--- src/rtl/univ_shift_reg_pkg.sv ---
// Shared encodings for the universal shift register: mode select values and FSM states.
package univ_shift_reg_pkg;

  localparam logic [2:0] MODE_HOLD = 3'b000;
  localparam logic [2:0] MODE_LOAD = 3'b001;
  localparam logic [2:0] MODE_SHL  = 3'b010;
  localparam logic [2:0] MODE_SHR  = 3'b011;
  localparam logic [2:0] MODE_ROTL = 3'b100;
  localparam logic [2:0] MODE_ROTR = 3'b101;
  localparam logic [2:0] MODE_CLR  = 3'b110;

  typedef enum logic {
    ST_IDLE  = 1'b0,
    ST_SHIFT = 1'b1
  } state_t;

endpackage

--- src/rtl/univ_shift_reg_bit_counter.sv ---
// Serialiser bit counter: sync clear beats enable; tc flags the last bit (WIDTH-1).
module univ_shift_reg_bit_counter #(
  parameter int WIDTH = 8,
  parameter int CNT_W = $clog2(WIDTH)
) (
  input  logic Clk,
  input  logic reset_n,
  input  logic clr,
  input  logic en,
  output logic tc
);

  logic [CNT_W-1:0] cnt;

  always_ff @(posedge Clk or negedge reset_n) begin
    if (!reset_n)  cnt <= '0;
    else if (clr)  cnt <= '0;
    else if (en)   cnt <= cnt + 1'b1;
  end

  assign tc = (cnt == CNT_W'(WIDTH - 1));

endmodule

--- src/rtl/univ_shift_reg.sv ---
// Parametrised universal shift register with mode bus and LSB-first serialiser.
module univ_shift_reg
  import univ_shift_reg_pkg::*;
#(
  parameter int WIDTH = 8,
  localparam int CNT_W = $clog2(WIDTH)
) (
  input  logic             Clk,
  input  logic             reset_n,
  input  logic [2:0]       mode,
  input  logic [WIDTH-1:0] data_in,
  input  logic             ser_in_l,
  input  logic             ser_in_r,
  input  logic             start,
  output logic [WIDTH-1:0] stored,
  output logic             ser_out,
  output logic             busy,
  output logic             done
);

  state_t           state, state_nxt;
  logic [WIDTH-1:0] stored_nxt;
  logic             done_nxt;
  logic             cnt_clr, cnt_en, cnt_tc;

  univ_shift_reg_bit_counter #(.WIDTH(WIDTH), .CNT_W(CNT_W)) u_cnt (
    .Clk     (Clk),
    .reset_n (reset_n),
    .clr     (cnt_clr),
    .en      (cnt_en),
    .tc      (cnt_tc)
  );

  always_ff @(posedge Clk or negedge reset_n) begin
    if (!reset_n) begin
      state  <= ST_IDLE;
      stored <= '0;
      done   <= 1'b0;
    end else begin
      state  <= state_nxt;
      stored <= stored_nxt;
      done   <= done_nxt;
    end
  end

  always_comb begin
    state_nxt  = state;
    stored_nxt = stored;
    done_nxt   = 1'b0;
    cnt_clr    = 1'b0;
    cnt_en     = 1'b0;
    case (state)
      ST_IDLE: begin
        if (start) begin
          stored_nxt = data_in;
          cnt_clr    = 1'b1;
          state_nxt  = ST_SHIFT;
        end else begin
          case (mode)
            MODE_LOAD: stored_nxt = data_in;
            MODE_SHL:  stored_nxt = {stored[WIDTH-2:0], ser_in_r};
            MODE_SHR:  stored_nxt = {ser_in_l, stored[WIDTH-1:1]};
            MODE_ROTL: stored_nxt = {stored[WIDTH-2:0], stored[WIDTH-1]};
            MODE_ROTR: stored_nxt = {stored[0], stored[WIDTH-1:1]};
            MODE_CLR:  stored_nxt = '0;
            default:   stored_nxt = stored;
          endcase
        end
      end
      ST_SHIFT: begin
        // Zero-fill so the register is empty once the last bit has left.
        stored_nxt = {1'b0, stored[WIDTH-1:1]};
        cnt_en     = 1'b1;
        if (cnt_tc) begin
          cnt_clr   = 1'b1;
          done_nxt  = 1'b1;
          state_nxt = ST_IDLE;
        end
      end
      default: state_nxt = ST_IDLE;
    endcase
  end

  assign busy    = (state == ST_SHIFT);
  assign ser_out = stored[0];

endmodule

--- config.mk ---
export PLATFORM = sky130hd
export DESIGN_NAME = univ_shift_reg
export DESIGN_NICKNAME = d
export VERILOG_FILES = /design/src/rtl/univ_shift_reg_pkg.sv /design/src/rtl/univ_shift_reg_bit_counter.sv /design/src/rtl/univ_shift_reg.sv
export SDC_FILE = /design/constraint.sdc
export NUM_CORES = 1
export LEC_CHECK = 0
export ABC_CLOCK_PERIOD_IN_PS = 3140
export BUFFER_PORTS_ARGS = -buffer_cell sky130_fd_sc_hd__buf_4
export CAP_MARGIN = 10
export CELL_PAD_IN_SITES_DETAIL_PLACEMENT = 0
export CELL_PAD_IN_SITES_GLOBAL_PLACEMENT = 1
export CORE_ASPECT_RATIO = 0.9
export CORE_MARGIN = 4
export CORE_UTILIZATION = 39
export CTS_CLUSTER_SIZE = 28
export DETAILED_ROUTE_END_ITERATION = 16
export PLACE_DENSITY = 0.8
export SLEW_MARGIN = 20
export SYNTH_ARGS = -nofsm -noshare
export SYNTH_HDL_FRONTEND = slang
export SYNTH_HIERARCHICAL = 1
export SYNTH_SLANG_ARGS = --single-unit
export TNS_END_PERCENT = 50
--- constraint.sdc ---
create_clock -name Clk -period 3.14 [get_ports Clk]
set_input_delay 0.471 -clock Clk [delete_from_list [all_inputs] [get_ports Clk]]
set_output_delay 0.471 -clock Clk [all_outputs]
set_load 0.05 [all_outputs]
==> impl_metrics.tcl <==
set metrics [dict create \
    crit_chain "buf_4" \
    setup_viol 0 \
    nets 142 \
    rsz0062_at_grt "false" \
    synth-edff-count 0 \
    clk_pin_slew_ns 0.07 \
    end_kind "primary output" \
    die_w_um 58.0 \
    max-vdd-ir-drop_mv 0.530 \
    postPlaceCellArea_um2 1050 \
    h-tree-depth 1 \
    async_flop_share_pct 100 \
    hold_buffers 0 \
    power.density_nw_per_um2 884 \
    ys_seq_elements 13 \
    drcViolationCount 0 \
    clock_tree.buffer_depth 2 \
    timing.final.ws_setup_ns 1.37 \
    cap_viol_max_count 0 \
    path_buf_inv 1 \
    cp_num_cells 1 \
    reg2regPathDepth 4 \
    ys_top_cells_by_area "dfrtp_1 37%, o21ai_0 5.1%, a22o_1 5.0%, a31oi_1 4.3%, nor2_1 3.9%" \
    synthesis.yosys.warnings 6 \
    clk_latency_ns 0.26 \
    antenna_left 0 \
    wl_um 2160 \
    dp_slack_ns 1.27 \
    crit_slowest_cell "dfrtp_1" \
    cellLeakagePower_nw 0.528 \
    syn-instance-count 100 \
    tightest_slew_ns 0.597 \
    initial_core_util_pct 43.2 \
    num_antenna_cells 0 \
    coreArea_um2 2030 \
    drt_pass1_iterations 4 \
    max_freq_mhz 564 \
    grt_usage_pct 14.9 \
    synth_top_area_share_pct 37.1 \
    drt_iter0_drc 29 \
    clock-sinks 13 \
    fin_skew_ns 0.00519 \
    dieArea_um2 3070 \
    wire_per_inst_um 14.6 \
    dp_hpwl_um 1630 \
    place_congestion 0.770 \
    num_vias 823 \
    final_area_um2 1080 \
    status "complete, no violations" \
    worstHoldPathType "primary input to asynchronous set/reset pin" \
    synth.most_common_cell "dfrtp_1" \
    cts_buffers 3 \
    hold_viol 0 \
    critPathMaxFanout 18 \
    cts_setup_buffers 0 \
    cts_tree "built" \
    cp-start-kind "flop" \
    die_h_um 53.0 \
    seq_area_frac_synth_pct 37.1 \
    ctsRootBufferMaster "clkbuf_4" \
    numPortBuffers 26 \
    required_ns 2.67 \
    synth_ff_type "dfrtp_1" \
    syn_nets 118 \
    cts.repair.resized 0 \
    viasPerCell 5.56 \
    grt_pass1_wl_um 3490 \
    slew_violations 0 \
    overflow 0 \
    num_rows 15 \
    final_util_pct 53.2 \
    ys_top_cells_by_count "13 x dfrtp_1, 9 x nor2_1, 9 x o21ai_0, 7 x nand2_1" \
    layout-drive-gt1-share_pct 26.0 \
    critical_path_class "flop to primary output" \
    synth_area_um2 876 \
    synth_top_area_cell "dfrtp_1" \
    syn_avg_cell_area_um2 8.76 \
    arrival_ns 1.30 \
    yosysUniqueCellTypes 35 \
    slew_headroom_pct 60.2 \
    tns_ns 0 \
    io_pins 27 \
    crit_path_max_incr_delay_ns 0.73 \
    synthToLayoutAreaGrowth_pct 23.1 \
    hold_slack_ns 0.0309 \
    fin_crit_ns 1.77 \
    fin_crit_sh_pct 56.5 \
    grt_pass1_vias 766 \
    critPathTopFamily "flip-flops" \
    grt_antenna_before_repair 0 \
    grt_max_degree 19 \
]
==> cell families (layout without fill, tap and decap cells) <==
kind of cell	after synthesis	after routing	share of synthesized area, %
AOI/OAI and AO/OA	44	44	34.7
and+or+nand+nor	26	26	13.6
DFF	13	13	37.1
buffers and inverters	11	34	7.43
adders and majority gates	2	2	2.86
xor gates and xnor gates	2	2	2.00
muxes	2	2	2.29
==> registers in the layout, indices dropped and copies added (netlist names) <==
| name | flops |
|---|---|
| stored | 8 |
| u_cnt/cnt | 3 |
| done | 1 |
| busy | 1 |
==> path summary, 6_finish.rpt <==
check                                  start           end  slack, ns
min in group Clk                  data_in[5]     stored[5]       0.47
worst min-delay path                 reset_n          busy       0.03
worst max register to register          busy     stored[3]       1.38
worst min register to register  u_cnt/cnt[1]  u_cnt/cnt[1]       0.54
max in group asynchronous            reset_n     stored[2]       2.95
worst max-delay path                    busy          busy       1.37
==> area by class of cell <==
cell class              count  area, µm²
repair buffers             26        195
multi-input cells          76        485
flip-flops and latches     13        325
inverters                   4       15.0
fillers                   210        948
clock buffers               4       26.3
well taps                  25       31.3
==> stage by stage <==
stage,instances,power [mW]
finish,148,0.954
global route,148,1.02
CTS,148,0.965
global placement,144,0.858
floorplan,100,0.713
detailed placement,144,0.863
==> power by group <==
group	leakage, nW	switching (mW)	internal (mW)	total, mW
combinational	0.348	0.314	0.206	0.521
sequential	0.165	0.101	0.236	0.337
clock	0.0150	0.0470	0.0491	0.0960
total	0.528	0.462	0.492	0.954
==> metal layers <==
layer	vias to the layer above	routed length (µm)	GRT usage (%)	part of all wire (%)
li1	413	-	-	-
met1	390	1030	19.9	48
met2	18	996	24.1	46
met3	2	119	2.44	5.5
met4	0	10	5.79	0.46
met5	-	0	0	0
==> placed cells by master, fill, tap and decap left out, types with 4 or more instances in the layout <==
| cell | netlist | final |
|---|---|---|
| buf_4 | 2 | 26 |
| dfrtp_1 | 13 | 13 |
| nor2_1 | 9 | 9 |
| o21ai_0 | 9 | 9 |
| nand2_1 | 7 | 7 |
| a21oi_1 | 6 | 6 |
| a31oi_1 | 6 | 6 |
| a22o_1 | 5 | 5 |
| inv_1 | 4 | 4 |
| a21o_1 | 4 | 4 |
No activity file was read; power rests on OpenSTA's default activity.
